===== src/rtl/fetch_pkg.sv =====
// Shared widths, default queue depth and the fetch FSM state encoding.
package fetch_pkg;

  localparam int INSTR_W   = 32;
  localparam int PC_W      = 32;
  localparam int DEPTH_DEF = 4;

  typedef enum logic [1:0] {
    FETCH   = 2'd0,
    WAIT    = 2'd1,
    DISCARD = 2'd2
  } fetch_state_t;

endpackage


===== src/rtl/fetch_fifo.sv =====
// Prefetch FIFO holding {pc, instr} pairs; flush empties it and wins over push/pop.
module fetch_fifo #(
  parameter int DEPTH = 4,
  parameter int WIDTH = 64
) (
  input  logic                     clka,
  input  logic                     rst_n,
  input  logic                     push,
  input  logic                     pop,
  input  logic                     flush,
  input  logic [WIDTH-1:0]         din,
  output logic [$clog2(DEPTH):0]   count,
  output logic [WIDTH-1:0]         head
);

  localparam int AW = $clog2(DEPTH);
  localparam int CW = AW + 1;

  logic [WIDTH-1:0] storage [DEPTH];
  logic [AW-1:0]    wr_ptr;
  logic [AW-1:0]    rd_ptr;

  // Pointer, occupancy and storage update; pointers wrap naturally (power-of-two depth).
  always_ff @(posedge clka or negedge rst_n) begin
    if (!rst_n) begin
      wr_ptr <= '0;
      rd_ptr <= '0;
      count  <= '0;
      for (int i = 0; i < DEPTH; i++) storage[i] <= '0;
    end else if (flush) begin
      wr_ptr <= '0;
      rd_ptr <= '0;
      count  <= '0;
    end else begin
      if (push) begin
        storage[wr_ptr] <= din;
        wr_ptr          <= wr_ptr + AW'(1);
      end
      if (pop) rd_ptr <= rd_ptr + AW'(1);
      case ({push, pop})
        2'b10:   count <= count + CW'(1);
        2'b01:   count <= count - CW'(1);
        default: count <= count;
      endcase
    end
  end

  assign head = storage[rd_ptr];

endmodule


===== src/rtl/fetch_queue.sv =====
// Instruction fetch stage: one outstanding memory read at a time, results
// buffered with their PCs in a prefetch FIFO and drained by decode.
//
//   state   | meaning
//   --------+------------------------------------------------------------
//   FETCH   | request fetch_pc whenever the queue has room
//   WAIT    | request granted, waiting for rvalid to push the word
//   DISCARD | request granted but redirected away; drop its response
module fetch_queue
  import fetch_pkg::*;
#(
  parameter int              DEPTH    = DEPTH_DEF,
  parameter logic [PC_W-1:0] RESET_PC = 32'h0000_0000
) (
  input  logic               clka,
  input  logic               rst_n,
  output logic               mem_req,
  output logic [PC_W-1:0]    mem_addr,
  input  logic               mem_gnt,
  input  logic               mem_rvalid,
  input  logic [INSTR_W-1:0] mem_rdata,
  input  logic               redirect,
  input  logic [PC_W-1:0]    redirect_pc,
  output logic               id_valid,
  input  logic               id_ready,
  output logic [INSTR_W-1:0] id_instr,
  output logic [PC_W-1:0]    id_pc
);

  localparam int            CW   = $clog2(DEPTH) + 1;
  localparam logic [CW-1:0] FULL = CW'(DEPTH);
  localparam logic [PC_W-1:0] ALIGN_MASK = ~PC_W'(3);

  fetch_state_t               state;
  fetch_state_t               state_nxt;
  logic [PC_W-1:0]            fetch_pc;
  logic [PC_W-1:0]            req_pc;
  logic [CW-1:0]              count;
  logic [PC_W+INSTR_W-1:0]    head;
  logic                       push;
  logic                       pop;
  logic                       gnt_ok;

  assign gnt_ok   = mem_req & mem_gnt;
  assign mem_addr = fetch_pc;
  assign id_valid = (count != '0) & ~redirect;
  assign pop      = id_valid & id_ready;
  assign {id_pc, id_instr} = head;

  // State register.
  always_ff @(posedge clka or negedge rst_n) begin
    if (!rst_n) state <= FETCH;
    else        state <= state_nxt;
  end

  // Next state, request and push; mem_req is held low while reset is asserted.
  always_comb begin
    state_nxt = state;
    mem_req   = 1'b0;
    push      = 1'b0;
    unique case (state)
      FETCH: begin
        mem_req = rst_n & (count < FULL);
        if (mem_req & mem_gnt) state_nxt = redirect ? DISCARD : WAIT;
      end
      WAIT: begin
        push = mem_rvalid & ~redirect;
        if (mem_rvalid)    state_nxt = FETCH;
        else if (redirect) state_nxt = DISCARD;
      end
      DISCARD: begin
        if (mem_rvalid) state_nxt = FETCH;
      end
      default: state_nxt = FETCH;
    endcase
  end

  // Fetch PC walk and capture of the PC belonging to the outstanding request.
  always_ff @(posedge clka or negedge rst_n) begin
    if (!rst_n) begin
      fetch_pc <= RESET_PC & ALIGN_MASK;
      req_pc   <= '0;
    end else begin
      if (gnt_ok) req_pc <= fetch_pc;
      if (redirect)    fetch_pc <= redirect_pc & ALIGN_MASK;
      else if (gnt_ok) fetch_pc <= fetch_pc + PC_W'(4);
    end
  end

  fetch_fifo #(
    .DEPTH (DEPTH),
    .WIDTH (PC_W + INSTR_W)
  ) u_fifo (
    .clka  (clka),
    .rst_n (rst_n),
    .push  (push),
    .pop   (pop),
    .flush (redirect),
    .din   ({req_pc, mem_rdata}),
    .count (count),
    .head  (head)
  );

endmodule

===== config.mk =====
export PLATFORM = sky130hd
export DESIGN_NAME = fetch_queue
export DESIGN_NICKNAME = d
export VERILOG_FILES = /design/src/rtl/fetch_pkg.sv /design/src/rtl/fetch_fifo.sv /design/src/rtl/fetch_queue.sv
export SDC_FILE = /design/constraint.sdc
export NUM_CORES = 1
export LEC_CHECK = 0
export CAP_MARGIN = 20
export CORE_MARGIN = 1.5
export CORE_UTILIZATION = 34
export CTS_BUF_LIST = sky130_fd_sc_hd__clkbuf_8
export DETAILED_ROUTE_END_ITERATION = 7
export PLACE_DENSITY = 0.63
export SLEW_MARGIN = 15
export SYNTH_ARGS = -nofsm -noshare
export SYNTH_HDL_FRONTEND = slang
export SYNTH_SLANG_ARGS = --single-unit

===== constraint.sdc =====
create_clock -name clka -period 2.9 [get_ports clka]
set_input_delay 0.58 -clock clka [delete_from_list [all_inputs] [get_ports clka]]
set_output_delay 0.58 -clock clka [all_outputs]
set_load 0.005 [all_outputs]

; ---- Word-level counts from Yosys, hierarchy flattened
; Cells that the tools add are included.
; Widths: inputs -> output; s select.
[word_totals]
word_cells = 66
out_inout_bits = 98
reg_bits = 329
[classes]
bitwise = 9
magnitude_cmp = 4
eq_ne = 7
add_sub_neg = 5
reduce_logical = 9
muxes = 22
[op_table]
columns = op, n
row1 = $bwmux 256, 1
row2 = $mux 64, 3
row3 = $bmux 64 s2, 1
row4 = $demux 64 s2, 1
row5 = $mux 32, 2
row6 = $add 32x3->32 const B, 1
row7 = $mux 2, 9
row8 = $and 1x1->1, 6
row9 = $ge 3x3->1 const B, 2
row10 = $not 2->3, 2
row11 = $pmux 2 s3, 1
row12 = $pmux 3 s2, 1
row13 = $reduce_bool 2->1, 3
row14 = $reduce_bool 3->1, 2
row15 = $add 2x1->2 const B, 2
row16 = $eq 2x1->1 const B, 2
row17 = $eq 2x2->1 const B, 2
row18 = $ne 2x2->1 const B, 2
row19 = $add 3x1->3 const B, 1
row20 = $lt 3x1->1 const B, 1
row21 = $lt 3x3->1 const B, 1
row22 = $mux 3, 1
row23 = $ne 3x3->1 const B, 1
row24 = $reduce_and 3->1, 1
row25 = other kinds (6), 7

; ---- Logic depth before layout (Yosys ltp)
; Gate-level depths: netlist of run 1.
[logic_depth]
word_depth = 6
ltp_mapped = 9

; ---- Modules after synthesis
; Synthesis of run 1 repeated with hierarchy kept, for this count alone.
[unflattened]
cells_unflattened = 959
area_unflattened_um2 = 15538.7
[modules_own_cells]
columns = mod, cells_per_inst, instances, area_each_um2
row1 = fetch_fifo, 656, 1, 12487.0
row2 = fetch_queue, 303, 1, 3051.7

; ---- Worst setup path before layout of run 1
; Ideal clock, no wire load.
[synth_path]
path_type = reg-to-output
startpoint = register u_fifo.rd_ptr[0]
endpoint = output id_instr[10]
path_stages_with_launch = 4
t_arrival_ps = 1800
required_time_ps = 2320
path_slack_ps = 520
n_path_buf = 2
path_cell_list = dfrtp_1 clkbuf_1 buf_1 mux4_2
[synth_via]
elab_chain_cells = 4
[synth_lines]
columns = element, line
row1 = from (decl), fetch_fifo.sv:21  ; logic [AW-1:0] rd_ptr;
row2 = from (signal assigned), fetch_fifo.sv:39  ; if (pop) rd_ptr <= rd_ptr + AW'(1);
row3 = $not 2->3 (implied by the code), fetch_fifo.sv:48  ; assign head = storage[rd_ptr];
row4 = $bmux 64 s2, fetch_fifo.sv:48
row5 = $mux 64 (implied by the code) (2 in series), fetch_fifo.sv:48
row6 = to (decl), fetch_queue.sv:26  ; output logic [INSTR_W-1:0] id_instr,
; No other way between the ends. The select of a mux whose other input is x is not followed.

; ---- Final worst setup path of run 1
[layout_path]
startpoint = register state[1]
endpoint = output mem_req
[layout_via]
elab_chain_cells = 2
[layout_lines]
columns = element, line
row1 = from (decl), fetch_queue.sv:34  ; fetch_state_t state;
row2 = from (signal assigned), fetch_queue.sv:53  ; else state <= state_nxt;
row3 = $logic_not 2->1, fetch_queue.sv:61  ; unique case (state)
row4 = $mux 1, fetch_queue.sv:61
row5 = to (decl), fetch_queue.sv:17  ; output logic mem_req,
; No other way between the ends.

==> qor_table.md, run 1 <==
| Stage | Result | Reported |
|---|---|---|
| outcome | Outcome | completed |
| layout | Register Area | 7940 µm² |
| layout | Inserted Diodes | 0 |
| layout | Area of the multi-input gates | 5930 µm² |
| power | Worst voltage drop across the vdd grid | 395 µV |
| setup path | Reg2Reg Capture Point | mem_addr[25]$_DFFE_PN0N_ |
| layout | Net count of the finished layout | 1254 |
| route | First DRT Iteration DRCs | 485 |
| clock network | Max Buffers Root-to-Sink | 3 |
| timing | Fmax | 356 MHz |
| timing | Worst-Margin Slew | 1.08 ns |
| timing | Final period utilization | 97.0% |
| logic synthesis | Fraction of synthesis flops using an asynchronous set or reset pin | 100% |
| clock network | Hold buffers post-CTS | 0 |
| global routing | Global-route wire length before repair | 55.5 mm |
| setup path | Setup crit start kind | flop |
| floorplanning | Overall die area | 42800 µm² |
| layout | P&R area growth vs syn | 27.4% |
| logic synthesis | Portion of synthesized cell area occupied by the leading cell type | 56.2% |
| route | Drt total wl | 35.1 mm |
| route | Routed vias | 9127 |
| placement | Instance area at placement | 16600 µm² |
| floorplanning | Die extent in y | 207 µm |
| logic synthesis | Largest cells by area after synthesis | sky130_fd_sc_hd__dfrtp_1 (56%), sky130_fd_sc_hd__mux2_2 (22%), sky130_fd_sc_hd__mux4_2 (9.9%) |
| placement | Setup WS pre-CTS | 0.0891 ns |
| power | Leak | 8.45 nW |
| floorplanning | I/O pins | 168 |
| clock network | Clock tree sinks | 317 |
| timing | Number of failing setup endpoints in the final timing report | 0 |
| logic synthesis | Distinct cell type count after synthesis | 52 |
| power | PwrDens | 689 nW/µm² |
| clock network | Number of buffers created by CTS | 57 |
| logic synthesis | Post-synthesis area per instance | 14.7 µm² |
| floorplanning | Die W | 207 µm |
| setup path | Worst Reg2Reg Path Length in Cells | 4 |
| setup path | R2r startpoint | mem_addr[11]$_DFFE_PN0N_ |
| route | Remaining antenna violation count after routing | 0 |
| timing | Post-route setup slack | 0.0875 ns |
| placement | HPWL after detailed placement | 21.8 mm |
| logic synthesis | Part of the Yosys area used for sequential elements | 56.2% |
| logic synthesis | Cell Area, Synth | 14100 µm² |
| clock network | CTS tree | done |
| floorplanning | Total core area | 40900 µm² |
| layout | Fin area | 18000 µm² |
| timing | Total count of max-transition violations in the final report | 0 |
| global routing | Pin count of the biggest net entering global routing | 172 |
| global routing | Via count of the first global-routing pass | 9609 |
| setup path | Critical path arrival | 2.23 ns |
| logic synthesis | Cell types with the highest counts after synthesis | sky130_fd_sc_hd__dfrtp_1 (317), sky130_fd_sc_hd__mux2_2 (272), sky130_fd_sc_hd__mux4_2 (62) |
| global routing | Total global routing track utilization | 17.0% |
| setup path | Critical path data required time | 2.32 ns |
| clock network | Source-to-sink clock delay at the later pin of the worst-skew pair | 0.65 ns |
| global routing | Gr ovfl total | 0 |
| floorplanning | Row Count | 74 |
| logic synthesis | Flop and latch count out of synthesis | 317 |
| setup path | CP endpoint | mem_req |
| route | Detailed-route wire length per cell | 20.0 µm |
| timing | RSZ-0062 raised after global routing | yes |
| timing | Worst setup skew after layout | 0.0329 ns |
| min path | Worst min-delay path class | primary input to asynchronous set/reset pin |
| logic synthesis | Cell type contributing the most total cell area after synthesis | sky130_fd_sc_hd__dfrtp_1 |
| setup path | Critical path class | flop to primary output |
| placement | Port bufs | 161 |
| route | Vias per cell | 5.20 |
| layout | Final-layout fill cell count | 3768 |
| setup path | Biggest fanout along the worst timing path | 4 |
| run | Max cap viols | 0 |
| clock network | Clock tree root buffer cell | sky130_fd_sc_hd__clkbuf_8 |
| global routing | Antenna violations before repair | 0 |
| setup path | Reg2Reg Setup Slack | 0.42 ns |
| timing | Max-slew headroom at the worst pin | 28.2% |
| route | DRC violation count after routing | 0 |
| clock network | H-tree level count | 2 |
| clock network | Worst-path clk slew | 0.06 ns |
| logic synthesis | Warning count from the yosys run | 0 |
| route | Total iterations of the first detailed-routing run | 5 |
| setup path | Source of the critical timing path | state[1]$_DFFE_PN0P_ |
| logic synthesis | Count of mapped cells out of synthesis | 964 |
| setup path | Crit end category | primary output |
| floorplanning | Initial Utilization | 34.5% |
| logic synthesis | Number of enable-type register cells in the synthesized netlist | 0 |
| timing | Minimum period implied by the final worst setup slack | 2.81 ns |
| timing | Count of final hold-check violations | 0 |
| layout | Ratio of cells with drive above 1 in the final layout | 42.2% |
| logic synthesis | Most used standard cell by instance count after synthesis | sky130_fd_sc_hd__dfrtp_1 |
| logic synthesis | Synth Flop Type | sky130_fd_sc_hd__dfrtp_1 |
| placement | RD Place Congestion | 0.813 |
-- state kept, by name, summed over array words and instances, names as in the netlist --
register,count
mem_addr,30
req_pc,30
state,2
u_fifo.count,3
u_fifo.rd_ptr,2
u_fifo.storage,248
u_fifo.wr_ptr,2
-- worst max-delay path: stages, from the launching register on --
cell,delay (ns)
sky130_fd_sc_hd__dfrtp_1,0.41
sky130_fd_sc_hd__or4b_4,0.58
sky130_fd_sc_hd__inv_2,0.10
sky130_fd_sc_hd__clkdlybuf4s50_1,0.50
-- per-layer routing --
metal	routed length [µm]	vias up	global-route usage [%]
li1	-	4057	-
met3	2370	72	4.38
met1	15500	4738	22.8
met2	16400	260	26.8
met5	0	-	0
met4	859	0	5.73
-- report_power, final --
part / internal (mW) / leakage [nW] / switching, mW / total, mW
clock network: 2.46 / 0.679 / 1.91 / 4.37
registers: 5.03 / 4.19 / 0.471 / 5.50
logic: 1.57 / 3.57 / 0.955 / 2.52
-- final cells by class --
cell class | instances | share of cell area [%]
flip-flops and latches | 317 | 44.1
multi-input cells | 573 | 32.9
repair buffers | 216 | 12.3
clock buffers | 74 | 5.66
well taps | 532 | 3.70
clock inverters | 29 | 1.06
inverters | 13 | 0.271
-- worst min-delay path by stage --
stage	startpoint	to	slack, ns
detailed placement	u_fifo.storage[112]$_DFFE_PN0P_	u_fifo.storage[112]$_DFFE_PN0P_	0.49
floorplan	rst_n	mem_addr[10]$_DFFE_PN0N_	0.28
finish	rst_n	req_pc[31]$_DFFE_PN0P_	0.15
CTS	redirect	u_fifo.rd_ptr[1]$_DFFE_PN0P_	0.11
global route	redirect	u_fifo.rd_ptr[1]$_DFFE_PN0P_	0.14
global placement	u_fifo.storage[120]$_DFFE_PN0P_	u_fifo.storage[120]$_DFFE_PN0P_	0.48
-- logic make-up after synthesis --
group / share of synthesized area [%]
AOI/OAI and AO/OA: 2.74
other: 0.0265
xor gates and xnor gates: 0.806
and+or+nand+nor: 5.77
muxes: 31.7
buffers and inverters: 2.22
DFF: 56.2
adders and majority gates: 0.585
-- through the flow --
stage	instances	hold WS [ns]	utilization [%]	setup TNS [ns]	power, mW
2_1_floorplan	967	0.284	-	0	6.73
3_3_place_gp	1633	0.482	40.6	0	8.24
3_5_place_dp	1633	0.488	40.6	0	8.31
4_1_cts	1753	0.105	44.1	-1.73	12.7
5_1_grt	1754	0.142	44.0	-0.00563	13.1
6_report	1754	0.150	44.0	0	12.4
-- cells in the final DEF, fill, tap and decap left out, types with 13 or more instances in the layout --
| master | n |
|---|---|
| sky130_fd_sc_hd__clkbuf_2 | 21 |
| sky130_fd_sc_hd__inv_1 | 27 |
| sky130_fd_sc_hd__buf_4 | 31 |
| sky130_fd_sc_hd__or4_1 | 20 |
| sky130_fd_sc_hd__mux4_2 | 62 |
| sky130_fd_sc_hd__dlygate4sd2_1 | 28 |
| sky130_fd_sc_hd__buf_12 | 16 |
| sky130_fd_sc_hd__nand3_1 | 21 |
| sky130_fd_sc_hd__clkdlybuf4s50_1 | 97 |
| sky130_fd_sc_hd__mux2_2 | 272 |
| sky130_fd_sc_hd__a31oi_1 | 14 |
| sky130_fd_sc_hd__o21ai_0 | 16 |
| sky130_fd_sc_hd__nand2_1 | 35 |
| sky130_fd_sc_hd__dfrtp_1 | 315 |
| sky130_fd_sc_hd__nor2_1 | 32 |
| sky130_fd_sc_hd__nand4_1 | 13 |
| sky130_fd_sc_hd__clkbuf_8 | 74 |
-- repair_timing --
action | 4_1_cts | 5_1_grt
resized for setup | 92 | 37
endpoints found under the setup margin | 63 | 31
buffers inserted | 14 | 1
cloned | 3 | 0
No activity file was read; power rests on OpenSTA's default activity.
==> run 2, diff against run 1 <==
SKIP_CTS_REPAIR_TIMING = 1   (was default)
==> run 2 against run 1 <==
  * The flow now finishes with violations (negative setup slack)
  * Worst hold slack got worse by 0.0040 ns
  * First-iteration DRC count increased by 1.0%
  * Cell area increased by 0.65%
  * Die area unchanged
  * Clock-buffer cell count unchanged
  * Largest cell class unchanged
  * Fmax decreased by 5.7%
  * Wire length about the same
  * Sequential share of layout area decreased by 0.28 points
  * Sequential cell count unchanged
  * Combinational power increased by 6%
  * Highest routed layer unchanged
  * Clock power about the same
==> qor_table.md, run 2 (synthesis gave the netlist of run 1 again) <==
| Stage | Result | Reported |
|---|---|---|
| power | PwrDens | 692 nW/µm² |
| outcome | Violated checks | negative setup slack |
| timing | Worst setup skew after layout | 0.0311 ns |
| timing | Total Negative Setup Slacks | -1.37 ns |
| route | Routed vias | 9125 |
| global routing | Antenna violations before repair | 0 |
| route | Met2 wire len | 16.3 mm |
| power | Worst voltage drop across the vdd grid | 395 µV |
| timing | Worst-Margin Slew | 1.11 ns |
| run | Max cap viols | 0 |
| timing | Minimum period implied by the final worst setup slack | 2.98 ns |
| timing | Total count of max-transition violations in the final report | 0 |
| global routing | Gr ovfl total | 0 |
| route | Total iterations of the first detailed-routing run | 5 |
| clock network | Max Buffers Root-to-Sink | 3 |
| placement | Instance area at placement | 16600 µm² |
| layout | Fin area | 18100 µm² |
| setup path | Worst-path cell chain | buf_12 > buf_12 > mux4_2 > clkdlybuf4s50_1 |
| min path | Worst min-delay path class | primary input to asynchronous set/reset pin |
| timing | Final Hold Slack | 0.146 ns |
| timing | Max-slew headroom at the worst pin | 26.0% |
| setup path | Cell type of the slowest stage on the worst timing path | sky130_fd_sc_hd__mux4_2 |
| layout | Max reg flops | 248 |
| global routing | Via count of the first global-routing pass | 9491 |
| clock network | Clock tree root buffer cell | sky130_fd_sc_hd__clkbuf_8 |
| setup path | Delay contributed by the slowest stage of the critical path | 0.55 ns |
| layout | P&R area growth vs syn | 28.2% |
| layout | Most flops, register | u_fifo.storage |
| layout | Highest-count cells in the layout ignoring fill and taps | sky130_fd_sc_hd__dfrtp_1 (314), sky130_fd_sc_hd__mux2_2 (272), sky130_fd_sc_hd__clkdlybuf4s50_1 (128) |
| layout | Commonest non-fill, non-tap cell in the layout | sky130_fd_sc_hd__dfrtp_1 |
| timing | Post-route setup slack | -0.0836 ns |
| timing | Count of final hold-check violations | 0 |
| power | Leak | 8.55 nW |
| route | Routed met3 length | 2.32 mm |
| clock network | Number of buffers created by CTS | 57 |
| placement | Port bufs | 161 |
| timing | Fmax | 335 MHz |
| floorplanning | I/O pins | 168 |
| setup path | Biggest fanout along the worst timing path | 13 |
| timing | RSZ-0062 raised after global routing | yes |
| setup path | Setup crit start kind | flop |
| route | First DRT Iteration DRCs | 490 |
| clock network | CTS tree | done |
| timing | Final period utilization | 103% |
| placement | DP Cell Count | 1633 |
| route | Remaining antenna violation count after routing | 0 |
| setup path | Critical path class | flop to primary output |
| layout | Net count of the finished layout | 1260 |
| global routing | Pin count of the biggest net entering global routing | 172 |
| setup path | Most frequent CP cell | sky130_fd_sc_hd__buf_12 |
| placement | RD Place Congestion | 0.813 |
| placement | HPWL after detailed placement | 21.8 mm |
| layout | End-of-flow core utilization | 44.3% |
| floorplanning | Total core area | 40900 µm² |
| clock network | Worst-path clk slew | 0.06 ns |
| layout | Inserted Diodes | 0 |
| floorplanning | Row Count | 74 |
| layout | Final standard cell count with taps included and fillers excluded | 1760 |
| floorplanning | Initial Utilization | 34.5% |
| route | Vias per cell | 5.18 |
| power | Total power | 12.5 mW |
| outcome | Outcome | finished, violations left |
| timing | Number of failing setup endpoints in the final timing report | 32 |
| clock network | Clock tree sinks | 317 |
| placement | Setup WS pre-CTS | 0.0891 ns |
| floorplanning | Die extent in y | 207 µm |
| setup path | Critical path data required time | 2.32 ns |
| setup path | Critical path arrival | 2.40 ns |
| floorplanning | Die W | 207 µm |
| layout | Ratio of cells with drive above 1 in the final layout | 41.3% |
| route | DRC violation count after routing | 0 |
| global routing | Total global routing track utilization | 16.6% |
| route | Wire length on met1 | 15.7 mm |
| route | Drt total wl | 35.2 mm |
| route | Detailed-route wire length per cell | 20.0 µm |
| clock network | H-tree level count | 2 |
| clock network | Source-to-sink clock delay at the later pin of the worst-skew pair | 0.65 ns |
| setup path | Crit end category | primary output |
| route | Top layer in use | met4 |
| floorplanning | Overall die area | 42800 µm² |
| global routing | Global-route wire length before repair | 54.4 mm |
run 2: worst paths after layout:
path	startpoint	endpoint	slack, ns	depth (start not counted)
max	u_fifo.rd_ptr[0]$_DFFE_PN0P_	id_pc[9]	-0.08	4
max in group asynchronous	rst_n	u_fifo.storage[215]$_DFFE_PN0P_	1.19	3
min in group clka	redirect	u_fifo.rd_ptr[1]$_DFFE_PN0P_	0.19	2
min	rst_n	req_pc[31]$_DFFE_PN0P_	0.15	2
max reg2reg	u_fifo.count[2]$_DFFE_PN0P_	mem_addr[25]$_DFFE_PN0N_	0.35	7
min reg2reg	u_fifo.storage[112]$_DFFE_PN0P_	u_fifo.storage[112]$_DFFE_PN0P_	0.50	1
run 2: area by class of cell:
| class | instances | area (µm²) |
|---|---|---|
| Clock buffer | 74 | 1020 |
| Clock inverter | 29 | 190 |
| Fill cell | 3763 | 22800 |
| Inverter | 13 | 53.8 |
| Multi-Input combinational cell | 573 | 5930 |
| Sequential cell | 317 | 7940 |
| Tap cell | 532 | 666 |
| Timing Repair Buffer | 222 | 2320 |
run 2: worst max-delay path, delay by kind of cell (launching register included):
| kind | cells | cell delay (ns) |
|---|---|---|
| buffers and inverters | 3 | 0.80 |
| multiplexers | 1 | 0.55 |
| flip-flops | 1 | 0.42 |
run 2: power breakdown:
group / internal (mW) / switching, mW / leakage (nW)
sequential: 5.03 / 0.470 / 4.19
clock: 2.46 / 1.91 / 0.679
combinational: 1.72 / 0.949 / 3.68
total: 9.21 / 3.33 / 8.55
run 2: metal layers:
metal	GRT usage, %	vias to the layer above
met1	22.4	4735
met3	4.33	74
met4	5.47	0
li1	-	4056
met5	0	-
met2	26.0	260
